--- src/rtl/lvds_rx_init_seq_mc_if.sv ---
// Control/status bundle between the LVDS receiver bring-up sequencer and its environment.
// Ports: slave = sequencer side (lock/mode inputs in, reset/ready outputs out);
//        master = environment side (drives lock/mode inputs, observes resets and status).
interface lvds_rx_init_seq_mc_if #(
  parameter int N_CH = 4
);
  logic            user_mode;
  logic            rx_locked;
  logic [N_CH-1:0] rx_dpa_locked;
  logic            restart;
  logic            pll_areset;
  logic [N_CH-1:0] rx_reset;
  logic [N_CH-1:0] rx_fifo_reset;
  logic [N_CH-1:0] rx_cda_reset;
  logic [N_CH-1:0] ch_ready;
  logic            init_done;
  logic            fail;
  logic [2:0]      monitor;

  modport slave (
    input  user_mode, rx_locked, rx_dpa_locked, restart,
    output pll_areset, rx_reset, rx_fifo_reset, rx_cda_reset, ch_ready, init_done, fail, monitor
  );

  modport master (
    output user_mode, rx_locked, rx_dpa_locked, restart,
    input  pll_areset, rx_reset, rx_fifo_reset, rx_cda_reset, ch_ready, init_done, fail, monitor
  );
endinterface

--- src/rtl/lvds_rx_init_seq_mc.sv ---
// Multi-channel LVDS receiver bring-up sequencer: PLL reset, per-channel rx/FIFO/CDA resets, lock tracking.
// Latency: async inputs see 2-cycle synchronisers; all outputs registered, updated with the state register.
// No backpressure: free-running control FSM; restart is a single-cycle clk-synchronous request.
// Ports: clk, rst (sync, active-high); bus (slave modport): user_mode, rx_locked, rx_dpa_locked, restart in;
//        pll_areset, rx_reset, rx_fifo_reset, rx_cda_reset, ch_ready, init_done, fail, monitor out.
// Optional feature: define LVDS_INIT_TIMEOUT_EN for DPA-lock timeout with bounded retries and a FAIL state.
module lvds_rx_init_seq_mc #(
  parameter int N_CH         = 4,
  parameter int PLL_RST_CYC  = 16,
  parameter int SETTLE_CYC   = 8,
  parameter int FIFO_RST_CYC = 4,
  parameter int CDA_RST_CYC  = 4,
  parameter int DPA_TIMEOUT  = 1024,
  parameter int MAX_RETRY    = 3
) (
  input logic                  clk,
  input logic                  rst,
  lvds_rx_init_seq_mc_if.slave bus
);

  typedef enum logic [2:0] {
    S_WAIT_UM   = 3'd0,
    S_PLL_RST   = 3'd1,
    S_WAIT_LOCK = 3'd2,
    S_DPA_WAIT  = 3'd3,
    S_FIFO_RST  = 3'd4,
    S_CDA_RST   = 3'd5,
    S_DONE      = 3'd6,
    S_FAIL      = 3'd7
  } state_t;

  // One shared counter sized for the longest interval it ever has to time.
  localparam int MAX_AB  = (PLL_RST_CYC > SETTLE_CYC) ? PLL_RST_CYC : SETTLE_CYC;
  localparam int MAX_CD  = (FIFO_RST_CYC > CDA_RST_CYC) ? FIFO_RST_CYC : CDA_RST_CYC;
  localparam int MAX_ABCD = (MAX_AB > MAX_CD) ? MAX_AB : MAX_CD;
`ifdef LVDS_INIT_TIMEOUT_EN
  localparam int CNT_MAX = (MAX_ABCD > DPA_TIMEOUT) ? MAX_ABCD : DPA_TIMEOUT;
`else
  localparam int CNT_MAX = MAX_ABCD;
`endif
  localparam int CW = $clog2(CNT_MAX + 1);

  localparam logic [CW-1:0] CNT_TOP     = CW'(CNT_MAX);
  localparam logic [CW-1:0] PLL_LAST    = CW'(PLL_RST_CYC - 1);
  localparam logic [CW-1:0] SETTLE_LAST = CW'(SETTLE_CYC - 1);
  localparam logic [CW-1:0] FIFO_LAST   = CW'(FIFO_RST_CYC - 1);
  localparam logic [CW-1:0] CDA_LAST    = CW'(CDA_RST_CYC - 1);

  // Two-flop synchronisers for the asynchronous inputs.
  logic            um_meta, um_s;
  logic            lk_meta, lk_s;
  logic [N_CH-1:0] dpa_meta, dpa_s;

  always_ff @(posedge clk) begin
    if (rst) begin
      um_meta  <= 1'b0;
      um_s     <= 1'b0;
      lk_meta  <= 1'b0;
      lk_s     <= 1'b0;
      dpa_meta <= '0;
      dpa_s    <= '0;
    end else begin
      um_meta  <= bus.user_mode;
      um_s     <= um_meta;
      lk_meta  <= bus.rx_locked;
      lk_s     <= lk_meta;
      dpa_meta <= bus.rx_dpa_locked;
      dpa_s    <= dpa_meta;
    end
  end

  state_t          state, state_nxt;
  logic [CW-1:0]   cnt, cnt_nxt;
  logic            enter;        // a transition is taken this cycle (self re-entry included)
  logic [CW-1:0]   cnt_inc;

  logic            pll_r, pll_nxt;
  logic [N_CH-1:0] rxr_r, rxr_nxt;
  logic [N_CH-1:0] fifo_r, fifo_nxt;
  logic [N_CH-1:0] cda_r, cda_nxt;
  logic [N_CH-1:0] rdy_r, rdy_nxt;
  logic            done_r, done_nxt;

`ifdef LVDS_INIT_TIMEOUT_EN
  localparam int RW = (MAX_RETRY < 1) ? 1 : $clog2(MAX_RETRY + 1);
  localparam logic [CW-1:0] DPA_LAST  = CW'(DPA_TIMEOUT - 1);
  localparam logic [RW-1:0] RETRY_TOP = RW'(MAX_RETRY);
  logic [RW-1:0] retry_cnt, retry_nxt;
  logic          fail_r;
`else
  // Timeout parameters only matter when the timeout feature is built in.
  logic unused_timeout_cfg;
  assign unused_timeout_cfg = ^{DPA_TIMEOUT, MAX_RETRY};
`endif

  // Saturating increment; no interval ever needs to wrap.
  assign cnt_inc = (cnt == CNT_TOP) ? cnt : cnt + 1'b1;

  // Next-state logic, in priority order: user_mode drop, restart, lock loss, timeout, progression.
  always_comb begin
    state_nxt = state;
    enter     = 1'b0;
`ifdef LVDS_INIT_TIMEOUT_EN
    retry_nxt = retry_cnt;
`endif
    if (!um_s) begin
      state_nxt = S_WAIT_UM;
      enter     = (state != S_WAIT_UM);
`ifdef LVDS_INIT_TIMEOUT_EN
      retry_nxt = '0;
`endif
    end else if (bus.restart && (state != S_WAIT_UM)) begin
      state_nxt = S_PLL_RST;
      enter     = 1'b1;
`ifdef LVDS_INIT_TIMEOUT_EN
      retry_nxt = '0;
`endif
    end else if (!lk_s && (state inside {S_DPA_WAIT, S_FIFO_RST, S_CDA_RST, S_DONE})) begin
      state_nxt = S_PLL_RST;
      enter     = 1'b1;
    end else begin
      case (state)
        S_WAIT_UM: begin
          state_nxt = S_PLL_RST;
          enter     = 1'b1;
        end
        S_PLL_RST: begin
          if (cnt == PLL_LAST) begin
            state_nxt = S_WAIT_LOCK;
            enter     = 1'b1;
          end
        end
        S_WAIT_LOCK: begin
          // Needs SETTLE_CYC consecutive locked samples; the count restarts on any low.
          if (lk_s && (cnt == SETTLE_LAST)) begin
            state_nxt = S_DPA_WAIT;
            enter     = 1'b1;
          end
        end
        S_DPA_WAIT: begin
          if (&dpa_s) begin
            state_nxt = S_FIFO_RST;
            enter     = 1'b1;
          end
`ifdef LVDS_INIT_TIMEOUT_EN
          else if (cnt == DPA_LAST) begin
            enter = 1'b1;
            if (retry_cnt == RETRY_TOP) begin
              state_nxt = S_FAIL;
            end else begin
              state_nxt = S_PLL_RST;
              retry_nxt = retry_cnt + 1'b1;
            end
          end
`endif
        end
        S_FIFO_RST: begin
          if (cnt == FIFO_LAST) begin
            state_nxt = S_CDA_RST;
            enter     = 1'b1;
          end
        end
        S_CDA_RST: begin
          if (cnt == CDA_LAST) begin
            state_nxt = S_DONE;
            enter     = 1'b1;
          end
        end
        S_DONE: begin
`ifdef LVDS_INIT_TIMEOUT_EN
          retry_nxt = '0;
`endif
        end
        S_FAIL: begin
          // Sticky until rst, restart or a user_mode drop (all handled above).
        end
        default: begin
          state_nxt = S_WAIT_UM;
          enter     = 1'b1;
        end
      endcase
    end
  end

  // Interval counter: cleared on every state entry, counts only in timed states.
  always_comb begin
    cnt_nxt = '0;
    if (!enter) begin
      case (state)
        S_PLL_RST:   cnt_nxt = cnt_inc;
        S_WAIT_LOCK: cnt_nxt = lk_s ? cnt_inc : '0;
        S_FIFO_RST:  cnt_nxt = cnt_inc;
        S_CDA_RST:   cnt_nxt = cnt_inc;
`ifdef LVDS_INIT_TIMEOUT_EN
        S_DPA_WAIT:  cnt_nxt = cnt_inc;
`endif
        default:     cnt_nxt = '0;
      endcase
    end
  end

  // Output decode from the next state so outputs change on the same edge as the state.
  always_comb begin
    pll_nxt  = 1'b0;
    rxr_nxt  = '0;
    fifo_nxt = '0;
    cda_nxt  = '0;
    rdy_nxt  = '0;
    done_nxt = 1'b0;
    case (state_nxt)
      S_WAIT_UM, S_PLL_RST, S_FAIL: begin
        pll_nxt = 1'b1;
        rxr_nxt = '1;
      end
      S_WAIT_LOCK: rxr_nxt  = '1;
      S_FIFO_RST:  fifo_nxt = '1;
      S_CDA_RST:   cda_nxt  = '1;
      S_DONE: begin
        done_nxt = 1'b1;
        rdy_nxt  = dpa_s;   // per-channel: DPA loss clears only that channel's bit
      end
      default: ;
    endcase
  end

  always_ff @(posedge clk) begin
    if (rst) begin
      state  <= S_WAIT_UM;
      cnt    <= '0;
      pll_r  <= 1'b1;
      rxr_r  <= '1;
      fifo_r <= '0;
      cda_r  <= '0;
      rdy_r  <= '0;
      done_r <= 1'b0;
    end else begin
      state  <= state_nxt;
      cnt    <= cnt_nxt;
      pll_r  <= pll_nxt;
      rxr_r  <= rxr_nxt;
      fifo_r <= fifo_nxt;
      cda_r  <= cda_nxt;
      rdy_r  <= rdy_nxt;
      done_r <= done_nxt;
    end
  end

`ifdef LVDS_INIT_TIMEOUT_EN
  always_ff @(posedge clk) begin
    if (rst) begin
      retry_cnt <= '0;
      fail_r    <= 1'b0;
    end else begin
      retry_cnt <= retry_nxt;
      fail_r    <= (state_nxt == S_FAIL);
    end
  end
  assign bus.fail = fail_r;
`else
  assign bus.fail = 1'b0;
`endif

  assign bus.pll_areset    = pll_r;
  assign bus.rx_reset      = rxr_r;
  assign bus.rx_fifo_reset = fifo_r;
  assign bus.rx_cda_reset  = cda_r;
  assign bus.ch_ready      = rdy_r;
  assign bus.init_done     = done_r;
  assign bus.monitor       = state;

endmodule

--- src/flat_wrapper.sv ---
// flat-port wrapper written by rule: the top's interface ports become plain ports
module lvds_rx_init_seq_mc_flat 
#(
  parameter int N_CH         = 4,
  parameter int PLL_RST_CYC  = 16,
  parameter int SETTLE_CYC   = 8,
  parameter int FIFO_RST_CYC = 4,
  parameter int CDA_RST_CYC  = 4,
  parameter int DPA_TIMEOUT  = 1024,
  parameter int MAX_RETRY    = 3
)
  (clk, rst, bus_user_mode, bus_rx_locked, bus_rx_dpa_locked, bus_restart, bus_pll_areset, bus_rx_reset, bus_rx_fifo_reset, bus_rx_cda_reset, bus_ch_ready, bus_init_done, bus_fail, bus_monitor);
  lvds_rx_init_seq_mc_if #(.N_CH(N_CH)) bus_i ();
  input logic clk;
  input logic rst;
  input wire logic [$bits(bus_i.user_mode)-1:0] bus_user_mode;
  input wire logic [$bits(bus_i.rx_locked)-1:0] bus_rx_locked;
  input wire logic [$bits(bus_i.rx_dpa_locked)-1:0] bus_rx_dpa_locked;
  input wire logic [$bits(bus_i.restart)-1:0] bus_restart;
  output wire logic [$bits(bus_i.pll_areset)-1:0] bus_pll_areset;
  output wire logic [$bits(bus_i.rx_reset)-1:0] bus_rx_reset;
  output wire logic [$bits(bus_i.rx_fifo_reset)-1:0] bus_rx_fifo_reset;
  output wire logic [$bits(bus_i.rx_cda_reset)-1:0] bus_rx_cda_reset;
  output wire logic [$bits(bus_i.ch_ready)-1:0] bus_ch_ready;
  output wire logic [$bits(bus_i.init_done)-1:0] bus_init_done;
  output wire logic [$bits(bus_i.fail)-1:0] bus_fail;
  output wire logic [$bits(bus_i.monitor)-1:0] bus_monitor;
  assign bus_i.user_mode = bus_user_mode;
  assign bus_i.rx_locked = bus_rx_locked;
  assign bus_i.rx_dpa_locked = bus_rx_dpa_locked;
  assign bus_i.restart = bus_restart;
  assign bus_pll_areset = bus_i.pll_areset;
  assign bus_rx_reset = bus_i.rx_reset;
  assign bus_rx_fifo_reset = bus_i.rx_fifo_reset;
  assign bus_rx_cda_reset = bus_i.rx_cda_reset;
  assign bus_ch_ready = bus_i.ch_ready;
  assign bus_init_done = bus_i.init_done;
  assign bus_fail = bus_i.fail;
  assign bus_monitor = bus_i.monitor;
  lvds_rx_init_seq_mc #(.N_CH(N_CH), .PLL_RST_CYC(PLL_RST_CYC), .SETTLE_CYC(SETTLE_CYC), .FIFO_RST_CYC(FIFO_RST_CYC), .CDA_RST_CYC(CDA_RST_CYC), .DPA_TIMEOUT(DPA_TIMEOUT), .MAX_RETRY(MAX_RETRY)) u_core (.clk(clk), .rst(rst), .bus(bus_i));
endmodule
--- config.mk ---
export PLATFORM = sky130hd
export DESIGN_NAME = lvds_rx_init_seq_mc_flat
export DESIGN_NICKNAME = d
export VERILOG_FILES = /design/src/rtl/lvds_rx_init_seq_mc_if.sv /design/src/rtl/lvds_rx_init_seq_mc.sv /design/src/flat_wrapper.sv
export SDC_FILE = /design/constraint.sdc
export NUM_CORES = 1
export LEC_CHECK = 0
export ABC_AREA = 1
export ABC_CLOCK_PERIOD_IN_PS = 5100
export BUFFER_PORTS_ARGS = -buffer_cell sky130_fd_sc_hd__buf_2
export CAP_MARGIN = 5
export CORE_AREA = 2 2 69 71
export DETAILED_ROUTE_END_ITERATION = 6
export DIE_AREA = 0 0 71 73
export PLACE_DENSITY = 0.57
export SLEW_MARGIN = 25
export SYNTH_ARGS = -nofsm -noshare
export SYNTH_HDL_FRONTEND = slang
export SYNTH_SLANG_ARGS = --single-unit
--- constraint.sdc ---
create_clock -name clk -period 5.1 [get_ports clk]
set_clock_uncertainty 0.2 [all_clocks]
set_input_delay 0.51 -clock clk [delete_from_list [all_inputs] [get_ports clk]]
set_output_delay 0.51 -clock clk [all_outputs]
set_load 0.005 [all_outputs]
==> flow_metrics.py, run 1 <==
metrics = {
    "die": {
        "boundaryPins": 31,
        "core-area_um2": 4540,
        "fp.dieArea_um2": 5180,
        "die_x_um": 71,
        "starting_utilization_of_the_core_area": 0.284,
        "chipHeight_um": 73,
        "num_rows": 25,
    },
    "sta": {
        "fin_crit_ps": 1880,
        "max_freq_mhz": 533,
        "hold_violations": 0,
        "final.setup.tns_ps": 0,
        "finalSetupViolations": 0,
        "fin_crit_sh": 0.368,
        "grt_setup_unrepaired": "no",
        "drv_slew": 0,
    },
    "grt": {
        "grt.overflow.total": 0,
        "grt_start_max_net_pins": 18,
        "via_count_of_the_first_global_routing_pass": 932,
        "grt_antenna_before_repair": 0,
        "grt_first_pass_wirelength_mm": 3.97,
        "all_layer_gr_usage": 0.100,
    },
    "setup_path": {
        "crit_path_max_incr_delay_ps": 350,
        "ff2ff_setup_slack_ps": 3220,
        "setup.worst_path.class": "reg -> reg",
        "required_time_at_the_worst_slack_endpoint_ps": 5120,
        "worst-r2r-cell-count": 12,
        "worst_setup_path_start_kind": "flip-flop",
        "startpoint_of_the_worst_setup_timing_path": "u_core.cnt[0]",
        "cp-end-kind": "flip-flop",
        "worstReg2RegStart": "u_core.cnt[0]",
        "slowest_stage": "dfxtp_1",
        "critical_path_cell_list": "ha_1 -> nand2_1 -> nor2_1 -> ha_1 -> inv_1 -> nand2_1 -> nand2_1 -> nor2_1 -> nand3_2 -> nand2_2 -> nand3_2 -> nor2_1",
        "regToRegEndpoint": "u_core.bus.ch_ready[3]",
        "crit_end": "u_core.bus.ch_ready[3]",
        "path_max_fanout": 5,
        "timing.critical_path.arrival_ps": 1890,
    },
    "cells_and_area": {
        "fraction_of_final_layout_cells_sized_beyond_drive_strength_1": 0.235,
        "filler_cell_count": 500,
        "nNetsFinal": 215,
        "n_diodes": 0,
        "area_growth_pct": 18.5,
        "multiInputGateArea_um2": 492,
        "final_cells": 258,
        "seq_area_um2": 581,
    },
    "clock_network": {
        "clock_insertion_delay_worst_skew_ps": 280,
        "numCtsBuffers": 5,
        "worst_setup_hold_path_clk_slew_ps": 60,
        "postCtsHoldBufs": 0,
        "cts.sinks": 29,
        "htreeDepth": 2,
        "postCtsResizedCells": 0,
        "cts_root_buffer": "clkbuf_8",
        "clock_tree_from_tritoncts": "done",
        "cts_buffer_depth": 2,
        "postCtsSetupBuffers": 0,
    },
    "synthesis": {
        "synth_fp_nets": 191,
        "synth_seq_area_share": 0.450,
        "post-synth-top-area-fraction": 0.450,
        "yosysWarnings": 0,
        "post-synth-top-area-cell": "dfxtp_1",
        "synthesis.area_per_instance_um2": 7.21,
        "synthTopCellsByArea": "dfxtp_1 45%, nor2_1 12%, inv_1 9.0%",
        "ys_ff_latch": 29,
        "syn-instance-count": 179,
        "post_synth_design_cell_area_um2": 1290,
        "synth_cell_type_count": 20,
    },
    "pwr": {
        "power.share.switching": 0.193,
        "p_seq_frac": 0.476,
        "power_frac_clock": 0.494,
        "power.internal_w": 0.000396,
        "net-switching-power_w": 0.0000948,
        "power.static_leakage_nw": 0.753,
        "p_comb_frac": 0.029,
        "peakVddDrop_v": 0.000115,
        "p_per_area_nw_per_um2": 321,
    },
    "job": {
        "max_cap_violations": 0,
    },
    "drt": {
        "met2_length_um": 994,
        "routed-via-count": 1054,
        "route.top_layer_used": "met4",
        "drt_initial_violations": 32,
        "drt_pre_antenna_iters": 4,
        "wire_per_inst_um": 8.80,
        "remaining_drc_errors": 0,
        "drt-vias-per-instance": 4.09,
        "routed_length_on_met1_mm": 1.05,
        "wl_met3_um": 153,
        "drtAntennaViolNets": 0,
        "wl_mm": 2.27,
    },
    "place": {
        "gp_routability_congestion": 0.881,
        "number_of_instances_in_the_placed_design": 250,
        "dpl.hpwl_mm": 1.71,
        "io_buffers": 29,
    },
    "status": {
        "run_status": "finished, final reports clean",
    },
    "worst_hold_path": {
        "timing.hold.worst.class": "reg -> reg",
    },
}
per-layer routing:
metal  vias to the layer above  global-route usage
met3                         6              0.0387
met5                         -                   0
met2                        31               0.162
met4                         0              0.0692
li1                        567                   -
met1                       450               0.109
worst min-delay path by stage:
stage	endpoint	slack, ps	from	depth (start not counted)
2_1_floorplan	u_core.dpa_s[0]	190	u_core.dpa_meta[0]	2
3_3_place_gp	u_core.lk_s	190	u_core.lk_meta	2
3_5_place_dp	u_core.dpa_s[1]	190	u_core.dpa_meta[1]	2
4_1_cts	u_core.dpa_s[1]	200	u_core.dpa_meta[1]	2
5_1_grt	u_core.dpa_s[3]	220	u_core.dpa_meta[3]	2
6_report	u_core.dpa_s[1]	200	u_core.dpa_meta[1]	2
layout by cell type (no fill, tap or decap), drive strengths merged:
cell | Yosys | final
nor2 | 42 | 42
inv | 34 | 34
nand2 | 34 | 34
buf | 11 | 29
dfxtp | 29 | 29
nand3 | 13 | 13
clkbuf | 1 | 7
o21ai | 4 | 4
ha | 3 | 3
xor2 | 2 | 2
nor3 | 2 | 2
a31oi | 1 | 1
a21oi | 1 | 1
nand4 | 1 | 1
conb | 1 | 1
bufinv | 0 | 1
power by group through the flow:
stage | Combinational [W] | Clock, W | Sequential [W]
final | 0.0000144 | 0.000243 | 0.000234
after global routing | 0.0000172 | 0.000263 | 0.000234
after CTS | 0.0000147 | 0.000252 | 0.000234
after detailed placement | 0.0000147 | 0 | 0.000239
after global placement | 0.0000147 | 0 | 0.000239
after floorplan | 0.0000111 | 0 | 0.000238
registers in the layout, indices dropped and copies added (netlist names):
name	flops
u_core.bus.init_done	1
u_core.bus.monitor	3
u_core.um_meta	1
u_core.bus.ch_ready	4
u_core.um_s	1
u_core.bus.rx_cda_reset	1
u_core.bus.rx_reset	1
u_core.bus.pll_areset	1
u_core.cnt	5
u_core.dpa_s	4
u_core.bus.rx_fifo_reset	1
u_core.lk_s	1
u_core.dpa_meta	4
u_core.lk_meta	1
through the flow:
| step | utilization | hold WS, ps | total power, W | setup WS (ps) | instance area [um^2] |
|---|---|---|---|---|---|
| 6_report | 0.337 | 199 | 0.000491 | 3220 | 1530 |
| 5_1_grt | 0.337 | 218 | 0.000514 | 2990 | 1530 |
| 4_1_cts | 0.337 | 201 | 0.000500 | 3220 | 1530 |
| 3_5_place_dp | 0.311 | 192 | 0.000254 | 3240 | 1410 |
| 3_3_place_gp | 0.311 | 193 | 0.000254 | 3230 | 1410 |
| 2_1_floorplan | - | 188 | 0.000249 | 3420 | 1290 |
Yosys cell counts:
master    instances
dfxtp_1          29
buf_4            10
nor3_1            2
nor2_1           41
buf_6             1
a21oi_1           1
nand3_1          10
nand2_1          29
nand2_2           5
nor2_4            1
conb_1            1
ha_1              3
a31oi_1           1
xor2_1            2
o21ai_0           4
inv_1            31
nand4_1           1
inv_2             3
clkbuf_1          1
nand3_2           3
cell families (layout without fill, tap and decap cells):
family          Yosys count  count (layout)  synth area share
compound gates            6               6            0.0242
xor+xnor                  2               2            0.0136
fa+ha+maj                 3               3            0.0291
buf+inv                  46              71             0.169
flops                    29              29             0.450
other cells               1               1           0.00291
simple gates             92              92             0.311
worst max-delay path, delay by kind of cell (launching register included):
family                     cells  cell delay, ps
buffers and inverters          1              40
adders and majority gates      2             380
DFF                            1             350
and+or+nand+nor                9             850
area by class of cell:
class	instances	share of cell area
Tap cell	54	0.0442
Inverter	34	0.0835
Timing Repair Buffer	29	0.0949
Clock inverter	1	0.0196
Multi-Input combinational cell	104	0.322
Clock buffer	7	0.0565
Sequential cell	29	0.380
Note: power is estimated with default switching activity, not from simulation.
==> inputs of run 2 (changes only) <==
--- a/config.mk
+++ b/config.mk
@@ -6,13 +6,13 @@
 export NUM_CORES = 1
 export LEC_CHECK = 0
 export ABC_AREA = 1
-export ABC_CLOCK_PERIOD_IN_PS = 5100
+export ABC_CLOCK_PERIOD_IN_PS = 1700
 export BUFFER_PORTS_ARGS = -buffer_cell sky130_fd_sc_hd__buf_2
 export CAP_MARGIN = 5
 export CORE_AREA = 2 2 69 71
 export DETAILED_ROUTE_END_ITERATION = 6
 export DIE_AREA = 0 0 71 73
-export PLACE_DENSITY = 0.57
+export PLACE_DENSITY = 0.58
 export SLEW_MARGIN = 25
 export SYNTH_ARGS = -nofsm -noshare
 export SYNTH_HDL_FRONTEND = slang
==> constraint.sdc (replaced) <==
create_clock -name clk -period 1.7 [get_ports clk]
set_clock_uncertainty 0.2 [all_clocks]
set_input_delay 0.17 -clock clk [delete_from_list [all_inputs] [get_ports clk]]
set_output_delay 0.17 -clock clk [all_outputs]
set_load 0.005 [all_outputs]
==> flow_metrics.py, run 2 (synthesized netlist as in run 1, its figures left out) <==
metrics = {
    "status": {
        "run_status": "finished, violations left",
        "violations": "setup timing",
    },
    "pwr": {
        "p_per_area_nw_per_um2": 829,
        "power.static_leakage_nw": 0.857,
        "peakVddDrop_v": 0.000466,
    },
    "setup_path": {
        "regToRegEndpoint": "u_core.bus.monitor[0]",
        "crit_end": "u_core.bus.monitor[0]",
        "path_max_fanout": 4,
        "startpoint_of_the_worst_setup_timing_path": "u_core.cnt[1]",
        "required_time_at_the_worst_slack_endpoint_ps": 1660,
        "cp_common_cell": "nand2_2",
        "worst_setup_path_start_kind": "flip-flop",
        "timing.critical_path.arrival_ps": 1730,
        "slowest_stage": "dfxtp_2",
        "cp_num_cells": 12,
        "setup.worst_path.class": "reg -> reg",
        "cp-end-kind": "flip-flop",
        "worstReg2RegStart": "u_core.cnt[1]",
        "worst-r2r-cell-count": 12,
        "critical_path_cell_list": "ha_4 -> nand2_2 -> nor2_1 -> ha_2 -> inv_2 -> nand2_2 -> nand2_2 -> nor2_4 -> nand3_4 -> nand2_4 -> buf_4 -> nor2_1",
        "ff2ff_setup_slack_ps": -80,
        "crit_path_max_incr_delay_ps": 350,
        "timing.critical_path.max_delay_family": "simple AND/OR/NAND/NOR gates",
        "timing.critical_path.buf_inv": 2,
    },
    "cells_and_area": {
        "final_cells": 278,
        "fraction_of_final_layout_cells_sized_beyond_drive_strength_1": 0.397,
        "max_flop_register": "u_core.cnt",
        "area_growth_pct": 40.0,
        "largest_register_ff_count": 5,
        "layout.cell_area.non_filler_um2": 1810,
        "layout_commonest_cell": "nor2_1",
        "most_used_cells_in_the_layout_excluding_fill_and_tap_cells": "31 x nor2_1, 29 x inv_1, 29 x buf_2, 24 x dfxtp_1, 22 x nand2_1",
        "n_diodes": 0,
        "nNetsFinal": 235,
        "filler_cell_count": 457,
    },
    "grt": {
        "grt_start_max_net_pins": 18,
        "grt.overflow.total": 0,
        "all_layer_gr_usage": 0.109,
        "grt_util_met3": 0.0304,
        "grt_first_pass_wirelength_mm": 4.31,
        "grt_peak_use_layer": "met2",
        "groute.layer.met2.usage": 0.173,
        "grt_antenna_before_repair": 0,
        "via_count_of_the_first_global_routing_pass": 982,
        "grt_use_met1": 0.128,
    },
    "sta": {
        "fin_crit_ps": 1780,
        "fin_hold_ws_ps": 65.5,
        "hold_violations": 0,
        "max_freq_mhz": 562,
        "setup_ws_ps": -78.3,
        "grt_setup_unrepaired": "yes",
        "finalSetupViolations": 9,
        "drv_slew": 0,
        "fin_crit_sh": 1.05,
    },
    "clock_network": {
        "clock_tree_from_tritoncts": "done",
        "cts.sinks": 29,
        "numCtsBuffers": 5,
        "clock_insertion_delay_worst_skew_ps": 280,
        "cts_root_buffer": "clkbuf_8",
        "cts_buffer_depth": 2,
        "htreeDepth": 2,
        "worst_setup_hold_path_clk_slew_ps": 60,
    },
    "die": {
        "fp.dieArea_um2": 5180,
        "num_rows": 25,
        "core-area_um2": 4540,
        "boundaryPins": 31,
        "die_x_um": 71,
        "chipHeight_um": 73,
        "starting_utilization_of_the_core_area": 0.284,
    },
    "drt": {
        "drt-vias-per-instance": 4.08,
        "drt_initial_violations": 31,
        "drt_pre_antenna_iters": 4,
        "remaining_drc_errors": 0,
        "routed-via-count": 1133,
        "drtAntennaViolNets": 0,
        "wire_per_inst_um": 9.34,
        "wl_mm": 2.60,
    },
    "place": {
        "io_buffers": 29,
        "number_of_instances_in_the_placed_design": 260,
        "dpl.hpwl_mm": 1.75,
        "gp_routability_congestion": 0.891,
        "dpl_cell_area_um2": 1490,
    },
    "worst_hold_path": {
        "timing.hold.worst.class": "in -> reg",
    },
    "job": {
        "max_cap_violations": 0,
    },
}
## run 2: cell count changes in the layout (fill, tap and decap cells not counted), sizes merged
| cell | change |
|---|---|
| dlygate4sd3 | +6 |
| buf | +14 |
## run 2: worst min-delay path by stage
stage	endpoint	cells after the start	slack (ps)	start
CTS	u_core.dpa_s[1]	2	70	rst
global route	u_core.dpa_s[2]	2	80	rst
detailed placement	u_core.lk_meta	3	180	bus_rx_locked
finish	u_core.dpa_s[1]	2	70	rst
floorplan	u_core.dpa_meta[0]	2	80	bus_rx_dpa_locked[0]
global placement	u_core.um_meta	3	180	bus_user_mode
## run 2: area by class of cell
| class | instances | area (um^2) | share of cell area |
|---|---|---|---|
| multi-input combinational | 104 | 593 | 0.328 |
| sequential | 29 | 587 | 0.325 |
| timing repair buffer | 49 | 314 | 0.174 |
| inverter | 34 | 128 | 0.0707 |
| clock buffer | 7 | 86.3 | 0.0478 |
| tap | 54 | 67.6 | 0.0374 |
| clock inverter | 1 | 30.0 | 0.0166 |
## run 2: repair_timing
action,4_1_cts,5_1_grt
buffers inserted,3,1
hold buffers,6,0
pin swaps,3,18
endpoints found under the setup margin,13,16
gates cloned,0,0
resized for setup,10,28
endpoints found under the hold margin,6,0
## run 2: through the flow
step / TNS [ps] / util / worst slack (ps) / total power, W
global placement: -855 / 0.328 / -102 / 0.000761
CTS: -313 / 0.379 / -59.6 / 0.00152
finish: -417 / 0.398 / -78.3 / 0.00150
global route: -1930 / 0.398 / -180 / 0.00157
floorplan: 0 / - / 17.2 / 0.000748
detailed placement: -901 / 0.328 / -104 / 0.000761
## run 2: layer usage
metal  share of wire  routed length, um
met1            0.45               1170
met2            0.46               1200
met3           0.055                143
met4           0.031                 80
met5               0                  0
## run 2: power breakdown
group	total, W	internal (W)	switching, W
sequential	0.000702	0.000694	0.00000827
clock	0.000731	0.000477	0.000254
combinational	0.0000630	0.0000308	0.0000322
total	0.00150	0.00120	0.000295
